### src/rtl/dpr_fifo_ctrl_pkg.sv
// Shared definitions for the dual-port-RAM FIFO controller: output-stage
// state encoding and width helpers derived from the RAM address width.
package dpr_fifo_ctrl_pkg;

  typedef enum logic [1:0] {
    OS_EMPTY = 2'd0,
    OS_ONE   = 2'd1,
    OS_TWO   = 2'd2
  } out_state_e;

  localparam int ADDR_SIZE_DEF = 8;

  function automatic int ram_size(input int addr_size);
    return 1 << addr_size;
  endfunction

  // level counts RAM words plus up to two more in flight / in the output stage
  function automatic int level_w(input int addr_size);
    return addr_size + 2;
  endfunction

endpackage

### src/rtl/dpr_out_stage.sv
// Two-entry head/skid output buffer: absorbs the RAM read latency and
// presents the head word first-word-fall-through.
module dpr_out_stage
  import dpr_fifo_ctrl_pkg::*;
#(
  parameter int DATA_SIZE = 8
) (
  input  logic                 clk,
  input  logic                 rst,
  input  logic                 flush,
  input  logic                 arrive,
  input  logic [DATA_SIZE-1:0] arrive_data,
  input  logic                 m_ready,
  output logic                 m_valid,
  output logic [DATA_SIZE-1:0] m_data,
  output logic [1:0]           cnt,
  output logic [1:0]           cnt_nxt
);

  out_state_e           state_q, state_d;
  logic [DATA_SIZE-1:0] head_q, head_d;
  logic [DATA_SIZE-1:0] skid_q, skid_d;
  logic                 pop;

  assign m_valid = (state_q != OS_EMPTY);
  assign m_data  = head_q;
  assign cnt     = state_q;
  assign cnt_nxt = state_d;
  assign pop     = m_valid & m_ready;

  always_comb begin
    state_d = state_q;
    head_d  = head_q;
    skid_d  = skid_q;
    if (flush) begin
      state_d = OS_EMPTY;
    end else begin
      unique case (state_q)
        OS_EMPTY: if (arrive) begin
          head_d  = arrive_data;
          state_d = OS_ONE;
        end
        OS_ONE: begin
          if (arrive && pop) begin
            head_d = arrive_data;
          end else if (arrive) begin
            skid_d  = arrive_data;
            state_d = OS_TWO;
          end else if (pop) begin
            state_d = OS_EMPTY;
          end
        end
        OS_TWO: if (pop) begin
          // skid shifts to head; a same-cycle arrival refills the skid
          head_d = skid_q;
          if (arrive) skid_d = arrive_data;
          else        state_d = OS_ONE;
        end
        default: state_d = OS_EMPTY;
      endcase
    end
  end

  always_ff @(posedge clk or posedge rst) begin
    if (rst) begin
      state_q <= OS_EMPTY;
      head_q  <= '0;
      skid_q  <= '0;
    end else begin
      state_q <= state_d;
      head_q  <= head_d;
      skid_q  <= skid_d;
    end
  end

endmodule

### src/rtl/dpr_fifo_ctrl.sv
// FIFO controller driving a true dual-port RAM: writes on port A, reads on
// port B, with a 2-entry output stage hiding the 1-cycle read latency.
module dpr_fifo_ctrl
  import dpr_fifo_ctrl_pkg::*;
#(
  parameter int ADDR_SIZE = ADDR_SIZE_DEF,
  parameter int DATA_SIZE = 8,
  parameter int RAM_SIZE  = ram_size(ADDR_SIZE)
) (
  input  logic                 clk,
  input  logic                 rst,
  input  logic                 flush,
  input  logic                 s_valid,
  output logic                 s_ready,
  input  logic [DATA_SIZE-1:0] s_data,
  output logic                 m_valid,
  input  logic                 m_ready,
  output logic [DATA_SIZE-1:0] m_data,
  output logic [ADDR_SIZE+1:0] level,
  output logic                 ram_en_a,
  output logic                 ram_we_a,
  output logic [ADDR_SIZE-1:0] ram_addr_a,
  output logic [DATA_SIZE-1:0] ram_din_a,
  output logic                 ram_en_b,
  output logic                 ram_we_b,
  output logic [ADDR_SIZE-1:0] ram_addr_b,
  input  logic [DATA_SIZE-1:0] ram_dout_b
);

  localparam int LVL_W = level_w(ADDR_SIZE);

  logic [ADDR_SIZE-1:0] wr_ptr_q, wr_ptr_d, rd_ptr_q, rd_ptr_d;
  logic [ADDR_SIZE:0]   ram_cnt_q, ram_cnt_d;
  logic                 inflight_q, inflight_d;
  logic [LVL_W-1:0]     level_q, level_d;
  logic [1:0]           out_cnt, out_cnt_nxt;
  logic [2:0]           occ;
  logic                 push, pop, issue;

  assign pop = m_valid & m_ready;
  assign occ = {1'b0, out_cnt} + {2'b00, inflight_q};

  always_comb begin
    s_ready = ~rst & ~flush & (ram_cnt_q < (ADDR_SIZE+1)'(RAM_SIZE));
    push    = s_valid & s_ready;
    // out_cnt + inflight - pop < 2, rearranged to stay unsigned
    issue   = ~rst & ~flush & (ram_cnt_q != '0) & (occ < (3'd2 + {2'b00, pop}));

    wr_ptr_d   = wr_ptr_q + ADDR_SIZE'(push);
    rd_ptr_d   = rd_ptr_q + ADDR_SIZE'(issue);
    ram_cnt_d  = ram_cnt_q + (ADDR_SIZE+1)'(push) - (ADDR_SIZE+1)'(issue);
    inflight_d = issue;
    if (flush) begin
      wr_ptr_d   = '0;
      rd_ptr_d   = '0;
      ram_cnt_d  = '0;
      inflight_d = 1'b0;
    end
    level_d = {1'b0, ram_cnt_d} + LVL_W'(inflight_d) + LVL_W'(out_cnt_nxt);
  end

  always_ff @(posedge clk or posedge rst) begin
    if (rst) begin
      wr_ptr_q   <= '0;
      rd_ptr_q   <= '0;
      ram_cnt_q  <= '0;
      inflight_q <= 1'b0;
      level_q    <= '0;
    end else begin
      wr_ptr_q   <= wr_ptr_d;
      rd_ptr_q   <= rd_ptr_d;
      ram_cnt_q  <= ram_cnt_d;
      inflight_q <= inflight_d;
      level_q    <= level_d;
    end
  end

  assign level      = level_q;
  assign ram_en_a   = push;
  assign ram_we_a   = push;
  assign ram_addr_a = wr_ptr_q;
  assign ram_din_a  = s_data;
  assign ram_en_b   = issue;
  assign ram_we_b   = 1'b0;
  assign ram_addr_b = rd_ptr_q;

  // data in flight during a flush cycle is dropped by the output stage
  dpr_out_stage #(.DATA_SIZE(DATA_SIZE)) u_out (
    .clk         (clk),
    .rst         (rst),
    .flush       (flush),
    .arrive      (inflight_q),
    .arrive_data (ram_dout_b),
    .m_ready     (m_ready),
    .m_valid     (m_valid),
    .m_data      (m_data),
    .cnt         (out_cnt),
    .cnt_nxt     (out_cnt_nxt)
  );

endmodule

### config.mk
export PLATFORM = sky130hd
export DESIGN_NAME = dpr_fifo_ctrl
export DESIGN_NICKNAME = d
export VERILOG_FILES = /design/src/rtl/dpr_fifo_ctrl_pkg.sv /design/src/rtl/dpr_out_stage.sv /design/src/rtl/dpr_fifo_ctrl.sv
export SDC_FILE = /design/constraint.sdc
export NUM_CORES = 1
export LEC_CHECK = 0
export CAP_MARGIN = 20
export CORE_ASPECT_RATIO = 0.5
export CORE_MARGIN = 8
export CORE_UTILIZATION = 60
export DETAILED_ROUTE_END_ITERATION = 16
export DONT_BUFFER_PORTS = 1
export GPL_ROUTABILITY_DRIVEN = 0
export PLACE_DENSITY = 0.76
export SYNTH_ARGS = -nofsm -noshare
export SYNTH_HDL_FRONTEND = slang
export SYNTH_SLANG_ARGS = --single-unit
### constraint.sdc
create_clock -name clk -period 5 [get_ports clk]
set_input_delay 0 -clock clk [delete_from_list [all_inputs] [get_ports clk]]
set_output_delay 0 -clock clk [all_outputs]
set_load 0.005 [all_outputs]
==> results.sh <==
export IMPL_crit_fanout=8
export IMPL_mostFrequentLayoutCells="54 x dfrtp_1, 33 x nor2_1, 21 x ha_1"
export IMPL_area_delta_synth_final_pct=8.79
export IMPL_async_flop_share_pct=100
export IMPL_postRouteAntennaNets=0
export IMPL_viasPerCell=5.43
export IMPL_io_pins=69
export IMPL_grt_pass1_vias=1973
export IMPL_htreeDepth=2
export IMPL_wl_per_cell_um=16.7
export IMPL_cts_tree="done"
export IMPL_cts_setup_buffers=0
export IMPL_status="finished, final reports clean"
export IMPL_holdPathEnd="ram_din_a[4]"
export IMPL_drt_iter0_drc=106
export IMPL_p_leak_uw=0.00151
export IMPL_maxClockFrequency_mhz=236
export IMPL_finClkSkew_ns=0.00448
export IMPL_hp_start="s_data[4]"
export IMPL_track_usage_pct=16.2
export IMPL_netlist_instances=271
export IMPL_routed_wl_um=5830
export IMPL_max_cap_viol_count=0
export IMPL_core_area_um2=4820
export IMPL_drive_gt1_share_pct=11.8
export IMPL_antenna_cells=0
export IMPL_finalCritPeriodShare_pct=84.8
export IMPL_crit_required_ns=5.20
export IMPL_antenna_found_initial=0
export IMPL_worst_slew_pin_slew_ns=1.05
export IMPL_mostFrequentLayoutCell="dfrtp_1"
export IMPL_synth_edf_count=0
export IMPL_synth_top_flop_cell="dfrtp_1"
export IMPL_clk_path_buf_depth=2
export IMPL_die_h_um=65.6
export IMPL_synth_area_um2=2950
export IMPL_dp_slack_ns=0.914
export IMPL_min_path_cells=0
export IMPL_fillers=377
export IMPL_hold_violations=0
export IMPL_multi_input_area_um2=1420
export IMPL_cts_root_buf="clkbuf_8"
export IMPL_ys_seq_area_share_pct=45.9
export IMPL_slew_headroom_pct=30.1
export IMPL_grt_max_degree=55
export IMPL_rr_endpoint="level[9]"
export IMPL_crit_slowest_cell="dfrtp_1"
export IMPL_cts_buffers=5
export IMPL_post_cts_resized=0
export IMPL_critPathKind="reg -> reg"
export IMPL_r2r_cells=17
export IMPL_setup_worst_path_end_class="register"
export IMPL_synth_avg_cell_area_um2=10.9
export IMPL_cpPeakStageDelay_ns=0.49
export IMPL_fin_ws_ns=0.761
export IMPL_dieArea_um2=7550
export IMPL_drc_errors=0
export IMPL_cts_clk_slew_worst_paths_ns=0.10
export IMPL_critPathTopFamily="simple AND/OR/NAND/NOR gates"
export IMPL_port_buffers=0
export IMPL_seqCellArea_um2=1350
export IMPL_crit_path_frequent_cell="ha_1"
export IMPL_path_cells="inv_1 -> ha_1 -> nand3b_1 -> a32o_1 -> nor4_1 -> buf_4 -> ha_1 -> inv_1 -> ha_1 -> fa_1 -> nor2b_1 -> ha_1 -> a21oi_1 -> or3_1 -> nor3_1 -> nand3_1 -> nor4_1"
export IMPL_overflow=0
export IMPL_clock_latency_ns=0.30
export IMPL_clock_sinks=54
export IMPL_drtPass1Iterations=4
export IMPL_pwr_density_cell_nw_per_um2=523
export IMPL_rsz0062_at_grt="no"
export IMPL_nets=324
export IMPL_min_period_ns=4.24
export IMPL_via_count=1899
export IMPL_ctsHoldBuffers=11
export IMPL_hp_class="in -> out"
export IMPL_ys_ff_latch=54
export IMPL_cp_start_kind="register"
export IMPL_timing_rr_start="u_out.cnt[0]"
export IMPL_synth_nets=316
export IMPL_hpwlAfterDp_um=4180
export IMPL_start_util_pct=61.1
export IMPL_fin_tns_setup_ns=0
export IMPL_slew_violations=0
export IMPL_grt_pass1_wl_um=9690
export IMPL_arrival_ns=4.44
export IMPL_setup_viol_count_final=0
export IMPL_rows=18
export IMPL_die_x_um=115
export IMPL_r2r_slack_ns=0.76
export IMPL_synthDistinctLibCells=49
export IMPL_cp_num_buf_inv=3
export IMPL_ys_warn_count=0
export IMPL_ir_drop_uv=221
## layer usage
| layer | GRT usage, % | wire (µm) | vias to the layer above | part of all wire, % |
|---|---|---|---|---|
| met5 | 0 | 0 | - | 0 |
| met4 | 7.46 | 103 | 0 | 1.8 |
| met3 | 3.75 | 292 | 15 | 5.0 |
| met2 | 28.5 | 2930 | 39 | 50 |
| met1 | 18.7 | 2510 | 919 | 43 |
| li1 | - | - | 926 | - |
## synthesized netlist by cell type (all sizes together) (8+ instances only)
library cell,count,area (µm²)
a21oi,14,70.1
buf,11,78.8
dfrtp,54,1350
ha,21,263
inv,18,67.6
mux2,9,101
mux2i,10,100
nand3,11,55.1
nor2,33,124
nor2b,8,50.1
xnor2,11,96.3
xor2,12,105
## through the flow
| step | power (µW) | cell area, µm² | instances | hold WS, ns | util, % |
|---|---|---|---|---|---|
| 3_3_place_gp | 1350 | 2950 | 328 | 0.0000601 | 61.1 |
| 3_5_place_dp | 1380 | 2950 | 328 | 0.0000601 | 61.1 |
| 6_report | 1680 | 3210 | 350 | 0.00000226 | 66.5 |
| 2_1_floorplan | 1240 | 2950 | 271 | 0.0348 | - |
| 4_1_cts | 1690 | 3170 | 347 | 0.0000601 | 65.7 |
| 5_1_grt | 1800 | 3210 | 350 | 0.00000896 | 66.5 |
## kinds of logic after synthesis
family,Yosys count,share of synthesized area (%)
buf+inv,33,5.82
other cells,1,0.127
simple gates,92,17.8
compound gates,25,5.78
flops,54,45.9
mux,19,6.84
fa+ha+maj,24,11.0
xor+xnor,23,6.84
## layout make-up
type,count,area share [%]
clock inverters,3,1.37
inverters,18,2.11
clock buffers,5,2.15
repair buffers,16,5.07
well taps,70,2.73
flip-flops and latches,54,42.2
multi-input cells,184,44.4
## state kept, by name, indices dropped and copies added (netlist names)
signal and count:
ram_addr_b 8, inflight_q 1, u_out.cnt 2, u_out.skid_q 8, level 10, ram_addr_a 8
ram_cnt_q 9, u_out.m_data 8
## worst max path at each step
stage / slack [ns] / end / start / cells past startpoint
after floorplan: 1.02 / level[9] / inflight_q / 15
after global placement: 1.04 / level[9] / u_out.cnt[0] / 17
after detailed placement: 0.91 / level[9] / u_out.cnt[0] / 17
after CTS: 0.78 / level[9] / u_out.cnt[0] / 17
after global routing: 0.50 / level[9] / u_out.cnt[0] / 17
final: 0.76 / level[9] / u_out.cnt[0] / 17
## power breakdown
| group | internal [µW] | total, µW | switching, µW | leakage (µW) |
|---|---|---|---|---|
| Combinational | 341 | 735 | 394 | 0.000746 |
| Clock | 150 | 292 | 141 | 0.0000585 |
| Sequential | 565 | 649 | 83.3 | 0.000703 |
| Total | 1060 | 1680 | 619 | 0.00151 |
## worst register-to-register path, cell delays in order (launching register included)
cell and delay [ns]:
dfrtp_1 0.49, inv_1 0.10, ha_1 0.27, nand3b_1 0.15
a32o_1 0.22, nor4_1 0.18, buf_4 0.18, ha_1 0.22
inv_1 0.06, ha_1 0.19, fa_1 0.42, nor2b_1 0.18
ha_1 0.35, a21oi_1 0.06, or3_1 0.35, nor3_1 0.29
nand3_1 0.17, nor4_1 0.27
Note: power is estimated with default switching activity, not from simulation.
